==> src/rtl/at45_cmd_sequencer.sv <==
// AT45DBxx command sequencer: expands one host command into the opcode/address/data
// byte stream for the 9-bit SPI byte engine, including status polling after a program.
module at45_cmd_sequencer #(
    parameter int POLL_MAX = 4096,
    parameter int MAX_LEN  = 264
) (
    input  logic        CLK,
    input  logic        RSTn,
    input  logic        Cmd_Start,
    input  logic [1:0]  Cmd_Op,
    input  logic [23:0] Cmd_Addr,
    input  logic [8:0]  Cmd_Len,
    output logic        Busy,
    output logic        Cmd_Done,
    output logic        Cmd_Err,
    output logic [7:0]  Rd_Data,
    output logic        Rd_Valid,
    output logic        Wr_Req,
    input  logic [7:0]  Wr_Data,
    output logic        SPI_Start_Sig,
    output logic [8:0]  SPI_Data,
    input  logic        SPI_Done_Sig,
    input  logic [7:0]  SPI_Rdata
);
    localparam logic [1:0]  OP_STATUS = 2'b00;
    localparam logic [1:0]  OP_READ   = 2'b01;
    localparam logic [1:0]  OP_PROG   = 2'b10;
    localparam logic [8:0]  LEN_MAX   = 9'(MAX_LEN);
    localparam logic [12:0] POLL_LAST = 13'(POLL_MAX - 1);

    typedef enum logic [3:0] {
        IDLE, CHECK, LOAD, XFER, GAP, WFETCH, POLL, DONE, ERR
    } state_t;

    typedef enum logic [2:0] {
        PH_OPCODE, PH_ADDR, PH_DATA, PH_STAT_OP, PH_STAT_RD
    } phase_t;

    state_t      state_reg, state_next;
    phase_t      phase_reg;
    logic [1:0]  op_reg;
    logic [23:0] addr_reg;
    logic [8:0]  len_reg;
    logic [8:0]  byte_cnt_reg;
    logic [12:0] poll_cnt_reg;
    logic [1:0]  addr_idx_reg;
    logic        start_reg;
    logic [8:0]  spi_data_reg;
    logic [7:0]  rd_data_reg;
    logic        rd_valid_reg;

    logic        is_prog;
    logic        cmd_illegal;
    logic        last_byte;
    logic        poll_ready;
    logic [7:0]  addr_byte;
    logic [8:0]  load_word;

    assign is_prog     = (op_reg == OP_PROG);
    assign cmd_illegal = (op_reg == 2'b11) ||
                         ((op_reg != OP_STATUS) && ((len_reg == 9'd0) || (len_reg > LEN_MAX)));
    assign last_byte   = (byte_cnt_reg == (len_reg - 9'd1));
    assign poll_ready  = SPI_Rdata[7];

    always_comb begin
        case (addr_idx_reg)
            2'd0:    addr_byte = addr_reg[23:16];
            2'd1:    addr_byte = addr_reg[15:8];
            default: addr_byte = addr_reg[7:0];
        endcase
    end

    // Word presented in LOAD; program data words are placed by WFETCH instead.
    always_comb begin
        load_word = {last_byte, 8'hFF};
        case (phase_reg)
            PH_OPCODE:  load_word = is_prog ? 9'h082 : 9'h003;
            PH_ADDR:    load_word = {1'b0, addr_byte};
            PH_STAT_OP: load_word = 9'h0D7;
            PH_STAT_RD: load_word = 9'h1FF;
            default:    ;
        endcase
    end

    always_ff @(posedge CLK or negedge RSTn) begin
        if (!RSTn) begin
            state_reg <= IDLE;
        end else begin
            state_reg <= state_next;
        end
    end

    always_comb begin
        state_next = state_reg;
        case (state_reg)
            IDLE:   if (Cmd_Start) state_next = CHECK;
            CHECK:  state_next = cmd_illegal ? ERR : LOAD;
            LOAD:   state_next = XFER;
            XFER: begin
                if (SPI_Done_Sig) begin
                    state_next = GAP;
                    case (phase_reg)
                        PH_DATA: begin
                            if (last_byte) state_next = is_prog ? POLL : DONE;
                        end
                        PH_STAT_RD: begin
                            if (!is_prog || poll_ready)        state_next = DONE;
                            else if (poll_cnt_reg == POLL_LAST) state_next = ERR;
                            else                                state_next = POLL;
                        end
                        default: ;
                    endcase
                end
            end
            GAP:    state_next = ((phase_reg == PH_DATA) && is_prog) ? WFETCH : LOAD;
            WFETCH: state_next = LOAD;
            POLL:   state_next = LOAD;
            DONE:   state_next = IDLE;
            ERR:    state_next = IDLE;
            default: state_next = IDLE;
        endcase
    end

    always_ff @(posedge CLK or negedge RSTn) begin
        if (!RSTn) begin
            phase_reg    <= PH_OPCODE;
            op_reg       <= 2'b00;
            addr_reg     <= 24'h0;
            len_reg      <= 9'd0;
            byte_cnt_reg <= 9'd0;
            poll_cnt_reg <= 13'd0;
            addr_idx_reg <= 2'd0;
            start_reg    <= 1'b0;
            spi_data_reg <= 9'h000;
            rd_data_reg  <= 8'h00;
            rd_valid_reg <= 1'b0;
        end else begin
            rd_valid_reg <= 1'b0;
            case (state_reg)
                IDLE: begin
                    // Command fields are captured with the request so the host may change them afterwards.
                    if (Cmd_Start) begin
                        op_reg   <= Cmd_Op;
                        addr_reg <= Cmd_Addr;
                        len_reg  <= Cmd_Len;
                    end
                end
                CHECK: begin
                    byte_cnt_reg <= 9'd0;
                    poll_cnt_reg <= 13'd0;
                    addr_idx_reg <= 2'd0;
                    phase_reg    <= (op_reg == OP_STATUS) ? PH_STAT_OP : PH_OPCODE;
                end
                LOAD: begin
                    if (!((phase_reg == PH_DATA) && is_prog)) spi_data_reg <= load_word;
                    start_reg <= 1'b1;
                end
                // Raising Start here keeps Wr_Req-to-Start at two cycles.
                WFETCH: begin
                    spi_data_reg <= {last_byte, Wr_Data};
                    start_reg    <= 1'b1;
                end
                XFER: begin
                    if (SPI_Done_Sig) begin
                        start_reg <= 1'b0;
                        case (phase_reg)
                            PH_OPCODE: phase_reg <= PH_ADDR;
                            PH_ADDR: begin
                                addr_idx_reg <= addr_idx_reg + 2'd1;
                                if (addr_idx_reg == 2'd2) phase_reg <= PH_DATA;
                            end
                            PH_DATA: begin
                                byte_cnt_reg <= byte_cnt_reg + 9'd1;
                                if (op_reg == OP_READ) begin
                                    rd_data_reg  <= SPI_Rdata;
                                    rd_valid_reg <= 1'b1;
                                end
                                if (last_byte) phase_reg <= PH_STAT_OP;
                            end
                            PH_STAT_OP: phase_reg <= PH_STAT_RD;
                            PH_STAT_RD: begin
                                phase_reg <= PH_STAT_OP;
                                if (!is_prog) begin
                                    rd_data_reg  <= SPI_Rdata;
                                    rd_valid_reg <= 1'b1;
                                end else if (!poll_ready) begin
                                    poll_cnt_reg <= poll_cnt_reg + 13'd1;
                                end
                            end
                            default: ;
                        endcase
                    end
                end
                default: ;
            endcase
        end
    end

    assign Busy          = (state_reg != IDLE);
    assign Cmd_Done      = (state_reg == DONE);
    assign Cmd_Err       = (state_reg == ERR);
    assign Wr_Req        = (state_reg == GAP) && (phase_reg == PH_DATA) && is_prog;
    assign Rd_Data       = rd_data_reg;
    assign Rd_Valid      = rd_valid_reg;
    assign SPI_Start_Sig = start_reg;
    assign SPI_Data      = spi_data_reg;

endmodule
==> config.mk <==
export PLATFORM = sky130hd
export DESIGN_NAME = at45_cmd_sequencer
export DESIGN_NICKNAME = d
export VERILOG_FILES = /design/src/rtl/at45_cmd_sequencer.sv
export SDC_FILE = /design/constraint.sdc
export NUM_CORES = 1
export LEC_CHECK = 0
export ABC_AREA = 1
export CAP_MARGIN = 20
export CORE_ASPECT_RATIO = 2
export CORE_MARGIN = 1
export CORE_UTILIZATION = 25
export DETAILED_ROUTE_END_ITERATION = 8
export PLACE_DENSITY_LB_ADDON = 0.25
export SYNTH_ARGS = -nofsm -noshare
export SYNTH_HDL_FRONTEND = slang
export SYNTH_SLANG_ARGS = --single-unit
export TNS_END_PERCENT = 50
==> constraint.sdc <==
create_clock -name CLK -period 6.2 [get_ports CLK]
set_clock_uncertainty 0.2 [all_clocks]
set_input_delay 1.24 -clock CLK [delete_from_list [all_inputs] [get_ports CLK]]
set_output_delay 1.24 -clock CLK [all_outputs]
set_load 0.005 [all_outputs]
==> summary.md <==
| Metric | Value |
|---|---|
| Crit path max fanout | `6` |
| Worst vdd ir | `209 uV` |
| Root Driver | `clkbuf_16` |
| Cells on Worst Hold Path | `2` |
| Endpoint type of the worst setup path | `output port` |
| PnR worst setup slack | `2610 ps` |
| Post-synthesis async set-or-reset flop share | `100%` |
| I/O pins | `78` |
| DR pass1 iterations | `4` |
| Worst slack at placement | `2920 ps` |
| Die span in y | `193 um` |
| Worst Hold Class | `reg -> reg` |
| PortBufs | `77` |
| Routed len/inst | `14.7 um` |
| Mean Syn Cell Area | `7.91 um2` |
| Final hold vios | `0` |
| Max reg flops | `24` |
| Gpl congestion | `0.831` |
| Fill cells | `1899` |
| Fin crit period | `3590 ps` |
| DR vias | `4087` |
| Status | `finished, final reports clean` |
| N_diodes | `0` |
| Number of slew-limit violations in the final report | `0` |
| Synth top area share | `46.9%` |
| Total die area | `0.0187 mm2` |
| Leak Pwr | `2.71 nW` |
| Synth Register Bits | `85` |
| Worst R2R Path Depth | `13` |
| Total grt overflow | `0` |
| Clock Tree Buf Depth | `2` |
| Reg-to-reg slack, setup | `3750 ps` |
| Seq/Total Area, Yosys | `46.9%` |
| DP HPWL | `10000 um` |
| WL final | `12800 um` |
| Pwr Density | `414 mW/mm2` |
| Clock Latency Late Sink | `340 ps` |
| Critical setup path kind | `reg -> out` |
| Final setup fails | `0` |
| Vias per inst | `4.68` |
| Worst slew pin tran | `1070 ps` |
| Synth unique cells | `40` |
| Unrepaired setup endpoints after global routing | `false` |
| Initial DRC Count | `179` |
| DRC Markers | `0` |
| Critical Path AT | `2150 ps` |
| Antenna Nets Post-Route | `0` |
| Crit Reg-Reg Endpoint | `phase_reg[1]` |
| Std cell rows | `69` |
| CTS Sinks | `85` |
| H-tree lvl count | `3` |
| Post-synth EDFFs | `0` |
| Ratio of cells with drive above 1 in the final layout | `10.4%` |
| Die span in x | `97.3 um` |
| Core Footprint | `0.0178 mm2` |
| Setup_tns | `0 ps` |
| Hold EP | `Rd_Data[3]` |
| Fin nets | `717` |
| CTS tree | `built` |
| Cts-stage hold buffer count | `0` |
| Synth Flop Type | `dfrtp_1` |
| Placed Instance Area | `0.00555 mm2` |
| Critical Path RT | `4760 ps` |
| CTS buffer count | `9` |
| GRT Util Overall | `14.2%` |
| Quantity of gates resized following cts | `0` |
| Reg-to-Reg Start | `len_reg[0]` |
| Synth Cell Area | `0.00454 mm2` |
| Initial core utilization | `25.5%` |
| Leading cell type by number of instances after synthesis | `nand2_1` |
| Final Cell Area | `0.00588 mm2` |
| Worst slew margin | `28.6%` |
| Largest net degree at the start of global routing | `81` |
| Synth area leader | `dfrtp_1` |
| Post-synthesis cell count | `574` |
| Initial antenna violation count | `0` |
| Vias in the first global route | `4248` |
| Setup Fix Bufs, Post-CTS | `0` |
| Post-synthesis net count | `635` |
| Global-route wire length before repair | `20500 um` |
| Most frequent cells after synthesis | `116 x nand2_1, 85 x dfrtp_1, 82 x inv_1` |
| Worst hold slack | `280 ps` |
| Hold_sp | `Rd_Data[3]` |
| Worst-path clk slew | `70 ps` |
| Max_cap viols | `0` |
| Area grow syn2layout | `29.6%` |
| Synth warn | `0` |
| Period utilization | `57.9%` |
| Startpoint Class | `flop` |
| Top cells by area, synth | `dfrtp_1 47%, nand2_1 9.6%, inv_1 6.8%` |
| Fmax | `279 MHz` |
-- final cells by class --
class | count | area (um2) | share of cell area, %
multi-input combinational | 389 | 2030 | 34.5
sequential | 85 | 2130 | 36.2
tap | 213 | 267 | 4.53
clock buffer | 10 | 239 | 4.06
timing repair buffer | 79 | 803 | 13.7
clock inverter | 6 | 71.3 | 1.21
inverter | 92 | 349 | 5.93
-- logic make-up (layout without fill, tap and decap cells) --
logic type | Yosys count | in the layout | share of synthesized area, %
and+or+nand+nor | 252 | 252 | 24.8
adders and majority gates | 6 | 6 | 1.65
DFF | 85 | 85 | 46.9
AOI/OAI and AO/OA | 111 | 111 | 13.4
buffers and inverters | 100 | 187 | 8.54
xor gates and xnor gates | 3 | 3 | 0.579
muxes | 17 | 17 | 4.22
-- worst max-delay path by stage --
stage | from | to | slack, ps | cells past startpoint
finish | op_reg[0] | Wr_Req | 2610 | 6
global route | phase_reg[0] | Wr_Req | 2450 | 6
CTS | op_reg[0] | Wr_Req | 2550 | 6
detailed placement | Cmd_Start | op_reg[1] | 2920 | 3
global placement | Cmd_Start | addr_reg[3] | 2940 | 3
floorplan | SPI_Done_Sig | poll_cnt_reg[10] | 3650 | 12
-- critical path, stage by stage (launching register included) --
cell             delay (ps)
dfrtp_1                 400
inv_1                   110
nand2_1                 160
nor2_1                  250
nand2_1                 100
nor2_1                  230
clkdlybuf4s50_1         550
-- layout by cell type (no fill, tap or decap), drive strengths merged, types with 2 or more instances in the layout --
cell and count:
clkinv 4, o22ai 5, o21ai 41, nand3 26, ha 6, a21oi 48
a31oi 6, nor4 3, clkbuf 10, nand4 8, o211ai 6, xor2 2
nor2 74, dfrtp 85, clkinvlp 2, o221ai 2, nand2 127, nor3 12
buf 3, clkdlybuf4s50 76, mux2 17, inv 91
-- per-stage QoR --
step	total power [W]	utilization [%]	cells
after floorplan	0.00150	-	574
after global placement	0.00188	31.2	857
after detailed placement	0.00190	31.2	857
after CTS	0.00247	32.9	873
after global routing	0.00262	33.1	874
final	0.00244	33.1	874
-- power by group --
part,internal [W],switching [W],total (W)
Clock,0.000326,0.000234,0.000560
Combinational,0.000416,0.000581,0.000998
Sequential,0.000750,0.000131,0.000880
-- routing by layer --
layer | vias up | part of all wire [%] | wire (um) | global-route usage (%)
met5 | - | 0 | 0 | 0
met4 | 0 | 3.4 | 431 | 7.81
met3 | 20 | 2.1 | 269 | 1.81
met2 | 64 | 60 | 7720 | 29.5
met1 | 1979 | 34 | 4400 | 12.8
li1 | 2024 | - | - | -
Note: power is estimated with default switching activity, not from simulation.
